## src/rtl/pc_sequencer.sv

```systemverilog
// pc_sequencer: fetch/next-PC controller with return-address stack and fetch handshake
//
// Sequences BOOT -> FETCH -> EXEC -> (FETCH | HALT) and applies the control
// unit's decoded outcome once per instruction.
// Optional build macro: PC_SEQ_PERF_EN enables the retired-instruction counter;
// without it instr_count is tied to zero.
//
// Ports:
//   clk         rising-edge clock
//   reset       asynchronous, active-low reset
//   imem_req    fetch request (registered, high in FETCH)
//   imem_addr   fetch address, equals pc
//   imem_ack    instruction valid; sampled only in FETCH
//   ctrl_valid  decoded outcome present; sampled only in EXEC
//   br_taken    branch to br_target
//   is_call     push pc+1, jump to br_target
//   is_ret      pop return address into pc
//   is_halt     halt instruction
//   br_target   branch/call target
//   resume      leave HALT when no error flag is set
//   pc          program counter
//   exec_en     high in EXEC
//   halted      high in HALT
//   err_ovf     sticky call-with-full-stack flag
//   err_unf     sticky return-with-empty-stack flag
//   instr_count retired-instruction count (saturating)
module pc_sequencer #(
    parameter int AW          = 8,
    parameter int STACK_DEPTH = 4
) (
    input  logic          clk,
    input  logic          reset,
    output logic          imem_req,
    output logic [AW-1:0] imem_addr,
    input  logic          imem_ack,
    input  logic          ctrl_valid,
    input  logic          br_taken,
    input  logic          is_call,
    input  logic          is_ret,
    input  logic          is_halt,
    input  logic [AW-1:0] br_target,
    input  logic          resume,
    output logic [AW-1:0] pc,
    output logic          exec_en,
    output logic          halted,
    output logic          err_ovf,
    output logic          err_unf,
    output logic [15:0]   instr_count
);
    localparam int SW = $clog2(STACK_DEPTH);

    typedef enum logic [1:0] {BOOT, FETCH, EXEC, HALT} state_t;

    state_t        r_state;
    logic [AW-1:0] r_pc;
    logic [SW:0]   r_sp;
    logic [AW-1:0] r_stack [STACK_DEPTH];
    logic          r_imem_req;
    logic          r_err_ovf;
    logic          r_err_unf;

    logic [AW-1:0] w_pc_inc;
    logic [AW-1:0] w_top;
    logic          w_empty;
    logic          w_full;
    logic          w_err;
    logic          w_to_halt;

    assign w_pc_inc  = r_pc + AW'(1);
    assign w_top     = r_stack[r_sp[SW-1:0] - SW'(1)];
    assign w_empty   = (r_sp == '0);
    assign w_full    = (r_sp == (SW+1)'(STACK_DEPTH));
    // halt outranks everything, so a halt never raises a stack error
    assign w_err     = !is_halt && (is_ret ? w_empty : (is_call && w_full));
    assign w_to_halt = is_halt || w_err;

    always_ff @(posedge clk or negedge reset) begin
        if (!reset) begin
            r_state    <= BOOT;
            r_pc       <= '0;
            r_sp       <= '0;
            r_imem_req <= 1'b0;
            r_err_ovf  <= 1'b0;
            r_err_unf  <= 1'b0;
            for (int i = 0; i < STACK_DEPTH; i++) r_stack[i] <= '0;
        end else begin
            case (r_state)
                BOOT: begin
                    r_state    <= FETCH;
                    r_imem_req <= 1'b1;
                end
                FETCH: if (imem_ack) begin
                    r_state    <= EXEC;
                    r_imem_req <= 1'b0;
                end
                EXEC: if (ctrl_valid) begin
                    r_state    <= w_to_halt ? HALT : FETCH;
                    r_imem_req <= !w_to_halt;
                    if (!is_halt) begin
                        if (is_ret) begin
                            if (w_empty) r_err_unf <= 1'b1;
                            else begin
                                r_sp <= r_sp - (SW+1)'(1);
                                r_pc <= w_top;
                            end
                        end else if (is_call) begin
                            if (w_full) r_err_ovf <= 1'b1;
                            else begin
                                r_stack[r_sp[SW-1:0]] <= w_pc_inc;
                                r_sp <= r_sp + (SW+1)'(1);
                                r_pc <= br_target;
                            end
                        end else r_pc <= br_taken ? br_target : w_pc_inc;
                    end
                end
                HALT: if (resume && !r_err_ovf && !r_err_unf) begin
                    r_state    <= FETCH;
                    r_imem_req <= 1'b1;
                end
                default: r_state <= BOOT;
            endcase
        end
    end

`ifdef PC_SEQ_PERF_EN
    logic [15:0] r_instr_count;
    logic        w_retire;

    // a halt instruction retires; an error-induced halt does not
    assign w_retire = (r_state == EXEC) && ctrl_valid && !w_err;

    always_ff @(posedge clk or negedge reset) begin
        if (!reset) r_instr_count <= '0;
        else if (w_retire && r_instr_count != 16'hFFFF) r_instr_count <= r_instr_count + 16'd1;
    end

    assign instr_count = r_instr_count;
`else
    assign instr_count = '0;
`endif

    assign imem_req  = r_imem_req;
    assign imem_addr = r_pc;
    assign pc        = r_pc;
    assign exec_en   = (r_state == EXEC);
    assign halted    = (r_state == HALT);
    assign err_ovf   = r_err_ovf;
    assign err_unf   = r_err_unf;
endmodule

```

## config.mk

```make
export PLATFORM = sky130hd
export DESIGN_NAME = pc_sequencer
export DESIGN_NICKNAME = d
export VERILOG_FILES = /design/src/rtl/pc_sequencer.sv
export SDC_FILE = /design/constraint.sdc
export NUM_CORES = 1
export LEC_CHECK = 0
export ABC_AREA = 1
export BUFFER_PORTS_ARGS = -buffer_cell sky130_fd_sc_hd__buf_2
export CAP_MARGIN = 5
export CORE_AREA = 2 2 90 74
export DETAILED_ROUTE_END_ITERATION = 10
export DIE_AREA = 0 0 92 76
export PLACE_DENSITY = 0.71
export SYNTH_ARGS = -nofsm -noshare
export SYNTH_HDL_FRONTEND = slang
export SYNTH_SLANG_ARGS = --single-unit
```

## constraint.sdc

```tcl
create_clock -name clk -period 2.1 [get_ports clk]
set_input_delay 0.105 -clock clk [delete_from_list [all_inputs] [get_ports clk]]
set_output_delay 0.105 -clock clk [all_outputs]
set_load 0.01 [all_outputs]
```

### After elaboration in Yosys (flattened, before gate mapping)

Cells that the tools add are included.

* add/subtract/negate cells: 4
* $lt $le $gt $ge: 3
* equality and inequality tests: 10
* mux-type cells: 25
* bitwise logic cells: 5
* reductions and logical operators: 19

Operators with widths (number)
* $mux W8: 8
* $bwmux W32: 1
* $reduce_and A6 Y1: 3
* $bmux W8 S2: 1
* $demux W8 S2: 1
* $mux W3: 4
* $reduce_and A5 Y1: 2
* $add A8 B1 Y8 const B: 1
* $mux W2: 4
* $ne A2 B2 Y1 const B: 4
* $pmux W2 S4: 1
* $ge A3 B3 Y1 const B: 2
* $not A2 Y3: 2
* $logic_and A1 B1 Y1: 5
* $eq A2 B2 Y1 const B: 2
* $logic_not A1 Y1: 4
* $mux W1: 4
* $pmux W1 S4: 1
* $add A3 B1 Y3 const B: 1
* $eq A3 B3 Y1 const B: 1
* $logic_not A3 Y1: 1
* $lt A3 B1 Y1 const B: 1
* $ne A3 B3 Y1 const B: 1
* $not A1 Y1: 3
* 8 further kinds: 8

* register bits after elaboration: 48

### Longest topological paths before layout

* depth after elaboration: 8
* depth in mapped cells: 12
* mapped depth without buffers: 10

### Worst setup path after synthesis

Ideal clock, no wire load.

* kind: reg-to-reg
* from: register r_sp[0]
* to: register r_pc[1], in the netlist imem_addr[1]
* setup time: 0.117 ns
* arrival time: 1.646 ns
* data required time: 1.983 ns
* setup slack: 0.338 ns
* cell stages (with the launch flop): 11
* buffers on the path: 3
* period minus slack after synthesis: 1.762 ns
* cell sequence: dfrtp_1 > buf_6 > inv_2 > buf_4 > ha_1 > clkbuf_1 > nand3_1 > nand3_1 > o21ai_0 > nand2_1 > nand2_1

* word-level cells in the longest chain between the ends: 7
* elaborated cells between the ends (all ways): 12
* those cells by class: 1 x add/sub; 3 x eq/ne; 5 x mux; 1 x bitwise; 2 x reduce/logical

RTL lines
* start: declaration: RTL line 56 `logic [SW:0] r_sp;`
* start signal: assignment: RTL line 103 `r_sp <= r_sp - (SW+1)'(1);`
* start signal: assignment: RTL line 110 `r_sp <= r_sp + (SW+1)'(1);`
* $sub A2 B1 Y2: RTL line 70 `assign w_top = r_stack[r_sp[SW-1:0] - SW'(1)];`
* $not A2 Y3 (implied by the code): RTL line 70
* $bmux W8 S2: RTL line 70
* $mux W8 (implied by the code) (2 in series): RTL line 70
* $mux W8: RTL line 101 `if (w_empty) r_err_unf <= 1'b1;`
* $mux W8: RTL line 100 `if (is_ret) begin`
* end signal: assignment: RTL line 104 `r_pc <= w_top;`
* end signal: assignment: RTL line 111 `r_pc <= br_target;`
* end signal: assignment: RTL line 113 `end else r_pc <= br_taken ? br_target : w_pc_inc;`
* end: declaration: RTL line 55 `logic [AW-1:0] r_pc;`

Parallel ways exist; a longest one is shown, timed or not. The select of a mux whose other input is x is not followed.
A chain may end at the register's enable or synchronous reset.

### Final worst setup path

* from: register r_sp[1]
* to: register r_pc[0], in the netlist imem_addr[0]

Same word-level chain as after synthesis.

==> results.md <==
* Top cell type's share of synthesized area at 40.6%
* Die footprint at 0.00699 sq mm
* Largest family of logic cells by synthesized area: simple AND/OR/NAND/NOR gates
* Vias in the first global route at approximately 2.1k
* Final setup margin at roughly 350 ps
* Top_reg_cell synth: dfrtp_1
* Max Clock Skew at between 9 and 10 ps
* Most frequent cells after synthesis: nand2_1, dfrtp_1, nand3_1
* Inst Count DP at about 500
* Compound-gate portion of the synthesized area at slightly below 8%
* Setup Crit Path Kind: flop to flop
* 1st-pass router iterations at 4
* I/O Buffers at 37
* Area leader, netlist: dfrtp_1
* Avg Cell Area, Syn at 7.57 sq um
* # hold bufs at CTS at 1
* Antenna Nets Post-Route at 0
* HPWL after DPL at between 4 and 5 mm
* Clock Path Buffers at 2
* PD cells at between 1000 and 1500 mW/mm^2
* DR vias/cell at about 4.7
* Pre-CTS WS at around 350 ps
* Min cycle time layout at roughly 1800 ps
* Async S/R FF share, synth at 100%
* Initial Util at 47.9%
* Fmax at about 570 MHz
* Adder-Cell Fraction of Synth Area at between 4 and 5%
* RePlAce Congestion at 0.881
* Die height at 76 um
* Core ar. at 0.00618 sq mm
* Pins Over Slew Limit at 0
* Layout Cells excl Fill at roughly 500
* Post-synthesis mux area share at 0%
* CTS root buffer: clkbuf_8
* CP max FO at 11
* Post-synth EDFFs at 0
* Worst Hold Class: primary input to flop
* Global-route usage over all layers at 18.8%
* Req. time, crit path at around 2300 ps
* Mapped Area at ~0.0030 sq mm
* Area growth syn-to-layout at 8.03%
* Unrepaired setup endpoints after global routing: false
* Die Wd at between 90 and 100 um
* Crit end category: flop
* Reg clk slew, reported paths at approximately 90 ps
* FP Rows at 26
* Status: finished, final reports clean
* Post-synthesis sequential area ratio at approximately two fifths
* Top-count cell post-synth: nand2_1
* Pin count of the biggest net entering global routing at 37
* # IOs at 54
* Max incr delay on CP at around 420 ps
* H-tree levels at 2
* Post-route cell area at between 0.003 and 0.004 sq mm
* CTS resizes at 0
* Max transition margin at 47.0%
* Crit-path cells: inv_1 > ha_1 > nand2_1 > nor2_2 > nor2_4 > nand3b_2 > inv_1 > nand3_1 > nand2_1
* Synth warnings at 0
* Final setup vio count at 0
* Distinct cell type count after synthesis at 33
* Setup TNS at 0 ps
* Avg WL per Cell at between 10 and 15 um
* Placed cell area at 0.00309 sq mm
* CTS buffer count at 5
* CP Launch Type: flop
* Initial antenna violation count at 0
* Post-CTS Setup Repair Bufs at 0
* Initial drt markers at around 170
* Critical Path AT at a little under 2000 ps
* Final net count at approximately 450
* R2R depth at 9
* Clock sinks at between 40 and 50
* Layout cells sized above 1 at a little under a fifth
* Syn Inst Count at between 300 and 400
* Inserted Diodes at 0
* Worst-Skew Late Latency at about 320 ps
* Vias at roughly 2.4k
* Synth top area cells: dfrtp_1, nand2_1, buf_4
* Synth Area in XOR/XNOR at 0.887%
* Fin. Hold Viols at 0
* # DRC at 0
* Maximum vdd drop at between 0.0006 and 0.0007 V
* Hold_ws at ~110 ps
* Leak at approximately 1.8 nW
* Global route overflow at 0
* TritonCTS clock tree: built
* Post-Synth Simple-Gate Area at around a third
* Wirelength, routed at approximately 6 mm
* Worst slew pin tran at 795 ps
* Max-cap viol count at 0
* Fin crit share at a little over four fifths
* Hold depth at 4
* FF+latch count, synth at between 40 and 50
* Crit path max-delay cell type: dfrtp_1
* First-pass GRT wire length at approximately 10 mm
layout by cell type (no fill, tap or decap), types with 3 or more instances in the layout:
master      n
nand2_1   157
dfrtp_1    48
buf_2      37
nand3_1    31
inv_1      30
o21ai_0    16
conb_1     16
nor2_1     15
o21ai_2     8
a21oi_1     8
ha_1        8
clkbuf_8    6
buf_4       6
nand2_4     4
o21ai_1     4
nor2_4      3
and2_1      3
or2_2       3
worst paths after layout:
check	start	slack (ps)	end
setup / recovery	r_sp[1]$_DFFE_PN0P_	350	imem_addr[0]$_DFFE_PN0P_
hold / removal	is_halt	110	err_unf$_DFFE_PN0P_
setup reg to reg	r_sp[1]$_DFFE_PN0P_	350	imem_addr[0]$_DFFE_PN0P_
hold reg to reg	r_stack[8]$_DFFE_PN0P_	490	r_stack[8]$_DFFE_PN0P_
max in group asynchronous	reset	1070	imem_addr[7]$_DFFE_PN0P_
min in group asynchronous	reset	400	r_state[0]$_DFFE_PN0P_
metal layers:
layer / vias up / wire, um / GRT usage (%)
met2: 50 / 2720 / 27.7
met1: 1086 / 3130 / 28.4
li1: 1239 / - / -
met5: - / 0 / 0
met3: 6 / 272 / 2.97
met4: 0 / 59 / 6.27
cell families after synthesis:
group / after synthesis
buffers and inverters: 68
xor gates and xnor gates: 3
other: 1
AOI/OAI and AO/OA: 38
DFF: 48
and+or+nand+nor: 224
adders and majority gates: 9
cell type report:
type                    count  area, sq um
well taps                  84          105
inverters                  34          138
clock buffers               6         82.6
repair buffers             44          240
fillers                   620         2980
multi-input cells         290         1420
flip-flops and latches     48         1200
clock inverters             2         15.0
critical path: cells and delay by family (launching register included):
family / cells / cell delay [ps]
adders and majority gates: 1 / 270
DFF: 1 / 420
and+or+nand+nor: 6 / 680
buffers and inverters: 2 / 280
stage by stage:
| step | util [%] | power [mW] |
|---|---|---|
| after detailed placement | 50.0 | 3.03 |
| after global placement | 50.0 | 2.98 |
| after floorplan | - | 2.67 |
| final | 51.8 | 3.60 |
| after CTS | 51.8 | 3.63 |
| after global routing | 51.8 | 3.89 |
report_power, final:
part	switching (mW)	leakage, nW	internal [mW]	total (mW)
combinational	1.04	1.10	0.612	1.65
clock	0.326	0.0434	0.267	0.592
sequential	0.211	0.610	1.15	1.36
registers in the layout, summed over array words and instances (netlist names):
name,flops
err_ovf,1
r_sp,3
err_unf,1
imem_req,1
imem_addr,8
r_state,2
r_stack,32
Note: power is estimated with default switching activity, not from simulation.
